### src/rtl/alu_pkg.sv
// Shared types and encodings for the ALU issue stage: ALU op codes,
// RV32 opcode/funct fields and the decoder result record.
package alu_pkg;

    typedef enum logic [3:0] {
        ALU_ADD = 4'b0000,
        ALU_SUB = 4'b0001,
        ALU_AND = 4'b0010,
        ALU_OR  = 4'b0011,
        ALU_XOR = 4'b0100,
        ALU_SLL = 4'b0101,
        ALU_SRL = 4'b0110
    } alu_op_e;

    localparam logic [6:0] OPC_OP    = 7'b0110011;
    localparam logic [6:0] OPC_OPIMM = 7'b0010011;
    localparam logic [6:0] F7_ZERO   = 7'b0000000;
    localparam logic [6:0] F7_ALT    = 7'b0100000;

    localparam logic [2:0] F3_ADD = 3'b000;
    localparam logic [2:0] F3_SLL = 3'b001;
    localparam logic [2:0] F3_XOR = 3'b100;
    localparam logic [2:0] F3_SRL = 3'b101;
    localparam logic [2:0] F3_OR  = 3'b110;
    localparam logic [2:0] F3_AND = 3'b111;

    typedef struct packed {
        logic    legal;
        alu_op_e op;
        logic    use_imm;
    } dec_t;

endpackage

### src/rtl/alu_issue_decoder.sv
// Combinational RV32 R/I-type ALU decoder: classifies the instruction,
// selects the ALU op, splits out register fields and sign-extends the immediate.
module alu_issue_decoder
    import alu_pkg::*;
#(
    parameter int WIDTH = 32
) (
    input  logic [31:0]      i_instr,
    output dec_t             o_dec,
    output logic [4:0]       o_rs1,
    output logic [4:0]       o_rs2,
    output logic [4:0]       o_rd,
    output logic [WIDTH-1:0] o_imm
);

    logic [6:0] w_opc;
    logic [2:0] w_f3;
    logic [6:0] w_f7;
    logic       w_is_r;
    logic       w_is_i;
    logic       w_f_legal;

    assign w_opc  = i_instr[6:0];
    assign w_f3   = i_instr[14:12];
    assign w_f7   = i_instr[31:25];
    assign w_is_r = (w_opc == OPC_OP);
    assign w_is_i = (w_opc == OPC_OPIMM);

    assign o_rd  = i_instr[11:7];
    assign o_rs1 = i_instr[19:15];
    assign o_rs2 = i_instr[24:20];
    assign o_imm = {{(WIDTH-12){i_instr[31]}}, i_instr[31:20]};

    // Map funct3/funct7 to an ALU op and decide legality for the two formats
    always_comb begin
        o_dec     = '{legal: 1'b0, op: ALU_ADD, use_imm: 1'b0};
        w_f_legal = 1'b0;
        case (w_f3)
            F3_ADD: begin
                o_dec.op  = (w_is_r && (w_f7 == F7_ALT)) ? ALU_SUB : ALU_ADD;
                w_f_legal = w_is_i || (w_f7 == F7_ZERO) || (w_f7 == F7_ALT);
            end
            F3_AND: begin
                o_dec.op  = ALU_AND;
                w_f_legal = w_is_i || (w_f7 == F7_ZERO);
            end
            F3_OR: begin
                o_dec.op  = ALU_OR;
                w_f_legal = w_is_i || (w_f7 == F7_ZERO);
            end
            F3_XOR: begin
                o_dec.op  = ALU_XOR;
                w_f_legal = w_is_i || (w_f7 == F7_ZERO);
            end
            // Shift-immediates reuse imm[11:5] as funct7; SRA/SRAI stay illegal
            F3_SLL: begin
                o_dec.op  = ALU_SLL;
                w_f_legal = (w_f7 == F7_ZERO);
            end
            F3_SRL: begin
                o_dec.op  = ALU_SRL;
                w_f_legal = (w_f7 == F7_ZERO);
            end
            default: begin
                o_dec.op  = ALU_ADD;
                w_f_legal = 1'b0;
            end
        endcase
        o_dec.legal   = w_f_legal && (w_is_r || w_is_i);
        o_dec.use_imm = w_is_i;
    end

endmodule

### src/rtl/alu_issue_stage.sv
// Issue stage in front of a registered ALU: decodes, selects/forwards operands,
// registers ALU controls, tags the writeback and counts issued/rejected instructions.
module alu_issue_stage
    import alu_pkg::*;
#(
    parameter int WIDTH = 32,
    parameter int CNT_W = 16
) (
    input  logic             clk,
    input  logic             rst,
    input  logic             in_valid,
    output logic             in_ready,
    input  logic [31:0]      in_instr,
    input  logic [WIDTH-1:0] in_rs1_val,
    input  logic [WIDTH-1:0] in_rs2_val,
    output logic [WIDTH-1:0] operand_a,
    output logic [WIDTH-1:0] operand_b,
    output logic [3:0]       alu_ctrl,
    input  logic [WIDTH-1:0] alu_result,
    output logic             wb_valid,
    output logic [4:0]       wb_rd,
    output logic             illegal_valid,
    output logic [31:0]      illegal_instr,
    output logic [CNT_W-1:0] issue_count,
    output logic [CNT_W-1:0] illegal_count
);

    function automatic logic [CNT_W-1:0] sat_inc(input logic [CNT_W-1:0] v);
        return (&v) ? v : v + {{(CNT_W-1){1'b0}}, 1'b1};
    endfunction

    dec_t             w_dec;
    logic [4:0]       w_rs1;
    logic [4:0]       w_rs2;
    logic [4:0]       w_rd;
    logic [WIDTH-1:0] w_imm;
    logic             w_accept;
    logic             w_reject;
    logic             w_ex_a;
    logic             w_ex_b;
    logic             w_wb_a;
    logic             w_wb_b;
    logic [WIDTH-1:0] w_cap_a;
    logic [WIDTH-1:0] w_cap_b;

    logic             r_iss_valid;
    logic [4:0]       r_iss_rd;
    logic [WIDTH-1:0] r_opa;
    logic [WIDTH-1:0] r_opb;
    alu_op_e          r_ctrl;
    logic             r_fwd_a;
    logic             r_fwd_b;
    logic             r_wb_valid;
    logic [4:0]       r_wb_rd;
    logic             r_ill_valid;
    logic [31:0]      r_ill_instr;
    logic [CNT_W-1:0] r_iss_cnt;
    logic [CNT_W-1:0] r_ill_cnt;

    alu_issue_decoder #(.WIDTH(WIDTH)) u_dec (
        .i_instr (in_instr),
        .o_dec   (w_dec),
        .o_rs1   (w_rs1),
        .o_rs2   (w_rs2),
        .o_rd    (w_rd),
        .o_imm   (w_imm)
    );

    assign w_accept = in_valid && w_dec.legal;
    assign w_reject = in_valid && !w_dec.legal;

    // Forward detection: the instruction now in issue (EX) wins over the one in WB; x0 never matches
    always_comb begin
        w_ex_a  = r_iss_valid && (r_iss_rd == w_rs1) && (w_rs1 != 5'd0);
        w_wb_a  = r_wb_valid && (r_wb_rd == w_rs1) && (w_rs1 != 5'd0) && !w_ex_a;
        w_cap_a = w_wb_a ? alu_result : in_rs1_val;
        if (w_dec.use_imm) begin
            w_ex_b  = 1'b0;
            w_wb_b  = 1'b0;
            w_cap_b = w_imm;
        end else begin
            w_ex_b  = r_iss_valid && (r_iss_rd == w_rs2) && (w_rs2 != 5'd0);
            w_wb_b  = r_wb_valid && (r_wb_rd == w_rs2) && (w_rs2 != 5'd0) && !w_ex_b;
            w_cap_b = w_wb_b ? alu_result : in_rs2_val;
        end
    end

    // Issue register: capture operands/control on a legal accept, otherwise insert a zeroed bubble
    always_ff @(posedge clk or posedge rst) begin
        if (rst) begin
            r_iss_valid <= 1'b0;
            r_iss_rd    <= 5'd0;
            r_opa       <= {WIDTH{1'b0}};
            r_opb       <= {WIDTH{1'b0}};
            r_ctrl      <= ALU_ADD;
            r_fwd_a     <= 1'b0;
            r_fwd_b     <= 1'b0;
        end else if (w_accept) begin
            r_iss_valid <= 1'b1;
            r_iss_rd    <= w_rd;
            r_opa       <= w_cap_a;
            r_opb       <= w_cap_b;
            r_ctrl      <= w_dec.op;
            r_fwd_a     <= w_ex_a;
            r_fwd_b     <= w_ex_b;
        end else begin
            r_iss_valid <= 1'b0;
            r_iss_rd    <= 5'd0;
            r_opa       <= {WIDTH{1'b0}};
            r_opb       <= {WIDTH{1'b0}};
            r_ctrl      <= ALU_ADD;
            r_fwd_a     <= 1'b0;
            r_fwd_b     <= 1'b0;
        end
    end

    // Writeback tag follows the issue register by one cycle, lining up with the ALU's registered result
    always_ff @(posedge clk or posedge rst) begin
        if (rst) begin
            r_wb_valid <= 1'b0;
            r_wb_rd    <= 5'd0;
        end else begin
            r_wb_valid <= r_iss_valid;
            r_wb_rd    <= r_iss_rd;
        end
    end

    // Reject reporting: one-cycle pulse, offending word held until the next reject
    always_ff @(posedge clk or posedge rst) begin
        if (rst) begin
            r_ill_valid <= 1'b0;
            r_ill_instr <= 32'd0;
        end else if (w_reject) begin
            r_ill_valid <= 1'b1;
            r_ill_instr <= in_instr;
        end else begin
            r_ill_valid <= 1'b0;
            r_ill_instr <= r_ill_instr;
        end
    end

    // Saturating issue/reject counters, at most one step per cycle each
    always_ff @(posedge clk or posedge rst) begin
        if (rst) begin
            r_iss_cnt <= {CNT_W{1'b0}};
            r_ill_cnt <= {CNT_W{1'b0}};
        end else begin
            r_iss_cnt <= w_accept ? sat_inc(r_iss_cnt) : r_iss_cnt;
            r_ill_cnt <= w_reject ? sat_inc(r_ill_cnt) : r_ill_cnt;
        end
    end

    assign in_ready      = !rst;
    assign operand_a     = r_fwd_a ? alu_result : r_opa;
    assign operand_b     = r_fwd_b ? alu_result : r_opb;
    assign alu_ctrl      = r_ctrl;
    assign wb_valid      = r_wb_valid;
    assign wb_rd         = r_wb_rd;
    assign illegal_valid = r_ill_valid;
    assign illegal_instr = r_ill_instr;
    assign issue_count   = r_iss_cnt;
    assign illegal_count = r_ill_cnt;

endmodule

### config.mk
export PLATFORM = sky130hd
export DESIGN_NAME = alu_issue_stage
export DESIGN_NICKNAME = d
export VERILOG_FILES = /design/src/rtl/alu_pkg.sv /design/src/rtl/alu_issue_decoder.sv /design/src/rtl/alu_issue_stage.sv
export SDC_FILE = /design/constraint.sdc
export NUM_CORES = 1
export LEC_CHECK = 0
export BUFFER_PORTS_ARGS = -buffer_cell sky130_fd_sc_hd__buf_2
export CAP_MARGIN = 20
export CORE_MARGIN = 1.5
export CORE_UTILIZATION = 45
export CTS_BUF_LIST = sky130_fd_sc_hd__clkbuf_16
export DETAILED_ROUTE_END_ITERATION = 6
export PLACE_DENSITY = 0.77
export SYNTH_ARGS = -nofsm -noshare
export SYNTH_HDL_FRONTEND = slang
export SYNTH_SLANG_ARGS = --single-unit
### constraint.sdc
create_clock -name clk -period 4.98 [get_ports clk]
set_input_delay 0.747 -clock clk [delete_from_list [all_inputs] [get_ports clk]]
set_output_delay 0.747 -clock clk [all_outputs]
set_load 0.05 [all_outputs]
==> summary.txt <==
GRT
  – Global Route Usage Sum: 22.97%
  – Largest net degree at the start of global routing: 147
  – Vias in the first global route: 5,550
  – First-pass GRT wire length: 29,670 um
  – Global route total overflow: 0
  – Initial antenna violation count: 0

Place
  – HPWL after DPL: 13,900 um
  – Post-Place Cells: 1,043
  – Gpl congestion: 0.8943
  – IO Port Bufs: 269

Clock tree
  – Clk sink count: 146
  – H-Tree Level Count: 4
  – Hold Buf Count CTS: 0
  – Post-CTS sizing: 0
  – Clk_lat worst skew: 0.41 ns
  – CTS Buf Count: 17
  – Post-CTS setup buffer count: 0
  – Max clock buf depth: 2
  – CTS tree: built
  – Root Driver: clkbuf_16
  – Clk slew on worst S/H paths: 0.06 ns

Logic synthesis
  – Post-Syn Area: 7217 um^2
  – Yosys warnings: 0
  – Avg Synthesized Cell Area: 12.34 um^2
  – Synth cell types: 51
  – Commonest register cell after synthesis: dfrtp_1
  – Syn nets: 718
  – Register area share after synthesis: 50.62%
  – Yosys top cell by area: dfrtp_1
  – Asr flop ratio synth: 100.0%
  – Synth top cells by count: dfrtp_1, mux2_2, nor2_1
  – Post-synthesis register bit count: 146
  – Syn Inst Count: 585
  – Most common cell in the netlist: dfrtp_1
  – Top cell type's share of synthesized area: 50.62%
  – Dominant cells by area after synthesis: dfrtp_1, mux2_2, mux2i_1, o221a_1, xnor2_1
  – Post-synth EDFFs: 0

Pwr
  – Power Total: 3088 uW
  – Max VDD drop: 0.2675 mV
  – Sw frac: 30.87%
  – Internal power: 2134 uW
  – Clock Power Share: 40.1%
  – Switch Pwr: 953.2 uW
  – Combinational Power Share: 17.4%
  – P per Cell Area: 331.8 nW/um^2
  – Sequential share of power: 42.5%
  – Static Leak: 0.004708 uW

Drt
  – Routed wire per std cell: 18.38 um
  – DRC: 0
  – Antenna Nets Post-Route: 0
  – Via count: 5,742
  – Via density: 5.346
  – Initial DRC count: 246
  – Met3 Wirelength: 1490 um
  – M1 WL: 8362 um
  – Met2 routed WL: 9470 um
  – DRT Wirelength: 19,740 um
  – Top Layer Used: met4
  – Pre-Repair DR Iteration Count: 4

STA
  – Fmax: 0.3228 GHz
  – TNS Setup: 0 ns
  – Final setup fails: 0
  – Post-layout min period: 3.098 ns
  – Final period util: 62.21%
  – RSZ-0062 raised after global routing: no
  – Final Hold Fails: 0
  – Clock Skews: 0.01002 ns
  – Worst-Margin Slew: 0.8626 ns
  – Max_slew headroom: 42.29%
  – Fin. max-slew vios: 0

Critical path
  – Critical-path maximum fanout: 37
  – CP Capture Type: register
  – Crit path from: in_instr[3]
  – Setup crit start kind: input pin
  – Crit Path Category: input pin to register
  – CP Data Required Time: 5.28 ns
  – Crit path capture: issue_count[1]
  – R2R Path End: r_opa[22]
  – Register-to-Register Setup Slack: 2.82 ns
  – Crit path arrival time: 3.40 ns
  – Cells on worst reg2reg path: 6
  – R2R Path Start: r_iss_rd[0]

Floorplan
  – Die width: 129.6 um
  – Core area: 15,770 um^2
  – Initial Utilization: 45.76%
  – Die Ht: 129.6 um
  – Row count: 46
  – I/O pin count: 271
  – Die ar.: 16,810 um^2

Run status
  – Status: complete, no violations

Finish
  – Final net count: 979
  – Cell Count, Final, Fillers Out: 1,074
  – Diodes inserted: 0
  – Register area: 3654 um^2
  – Layout area overhead: 28.94%
  – Share of layout cells above drive strength 1: 48.25%
  – Layout filler cell count: 1,381
  – Multi-input gate area: 3358 um^2

Job
  – Max-cap violations: 0

Worst hold path
  – Hold Path Class: register to register
per-layer routing:
| metal | track usage (%) | vias to the layer above |
|---|---|---|
| li1 | - | 2665 |
| met1 | 28.63 | 2815 |
| met2 | 37.66 | 232 |
| met3 | 6.317 | 30 |
| met4 | 9.673 | 0 |
| met5 | 0 | - |
state kept, by name, summed over array words and instances (netlist names), 3 cells and up:
| register | count |
|---|---|
| r_iss_rd | 5 |
| r_opa | 32 |
| issue_count | 16 |
| illegal_instr | 32 |
| alu_ctrl | 3 |
| illegal_count | 16 |
| wb_rd | 5 |
| r_opb | 32 |
cells in the final DEF (no fill, tap or decap), types with 2 or more instances in the layout:
cell	netlist	layout
nor4b_1	3	3
nand2b_1	3	3
buf_4	3	6
xnor2_1	26	26
buf_2	7	269
nand3b_1	3	3
nand4_1	18	18
inv_6	0	2
mux2_1	5	5
o21ai_0	4	4
nor2b_1	3	3
mux2_2	95	95
clkbuf_16	0	17
o211ai_1	2	2
ha_1	2	2
o211ai_2	2	2
nor2_1	49	49
xor2_1	20	20
o211a_1	12	12
nor3_1	13	13
a21oi_1	2	2
and4_1	2	2
a211oi_1	2	2
nand2_1	19	19
and2_1	9	9
a31oi_1	2	2
o221a_1	30	30
mux2i_1	34	34
and3_1	5	5
clkinvlp_4	0	6
bufinv_16	0	2
inv_1	6	6
nor4_1	3	3
nand3_1	12	12
dfrtp_1	146	146
or4_1	2	2
clkinv_2	0	2
final cells by class:
type                       instances  share of cell area, %
tap                              216                  2.904
multi-input combinational        397                  36.09
timing repair buffer             277                  15.33
sequential                       146                  39.26
clock buffer                      17                  4.572
inverter                           7                 0.3227
clock inverter                    14                  1.519
stage by stage:
stage          hold WS (ns)  area (um^2)  worst slack (ns)  util [%]
2_1_floorplan        0.3836         7221             1.546         -
3_3_place_gp         0.4052         8723             1.501     55.32
3_5_place_dp         0.4011         8738             1.424     55.41
4_1_cts              0.4101         9305             1.863     59.01
5_1_grt              0.4337         9305             1.673     59.01
6_report             0.4139         9305             1.882     59.01
cells by family after synthesis:
group	count (synthesis)	synth area share (%)
flip-flops	146	50.62
multiplexers	134	20.32
adder cells (fa/ha/maj)	2	0.3467
AND/OR/NAND/NOR	151	11.11
buffers and inverters	42	3.086
XOR/XNOR	46	5.583
AO/OA/AOI/OAI	63	8.876
other	1	0.05196
worst min-delay path by stage:
| stage | start | to | slack (ns) | cells past startpoint |
|---|---|---|---|---|
| detailed placement | r_iss_valid | wb_valid | 0.40 | 0 |
| floorplan | r_iss_valid | wb_valid | 0.38 | 0 |
| finish | r_iss_valid | wb_valid | 0.41 | 0 |
| global placement | r_iss_valid | wb_valid | 0.41 | 0 |
| CTS | r_iss_valid | wb_valid | 0.41 | 0 |
| global route | r_iss_valid | wb_valid | 0.43 | 0 |
power groups by stage:
stage | logic (uW) | registers [uW] | clock network, uW
after floorplan | 139 | 1550 | 0
after global placement | 532 | 1330 | 0
after detailed placement | 538 | 1330 | 0
after CTS | 540 | 1310 | 1270
after global routing | 569 | 1320 | 1310
final | 536 | 1310 | 1240
worst max-delay path, cell delays in order:
cell and delay, ns:
buf_2 0.10, and4bb_2 0.34, and2_1 0.19, and3_1 0.46
nand2_2 0.61, inv_2 0.45, nand2_1 0.15, mux2_1 0.33
Note: power is estimated with default switching activity, not from simulation.
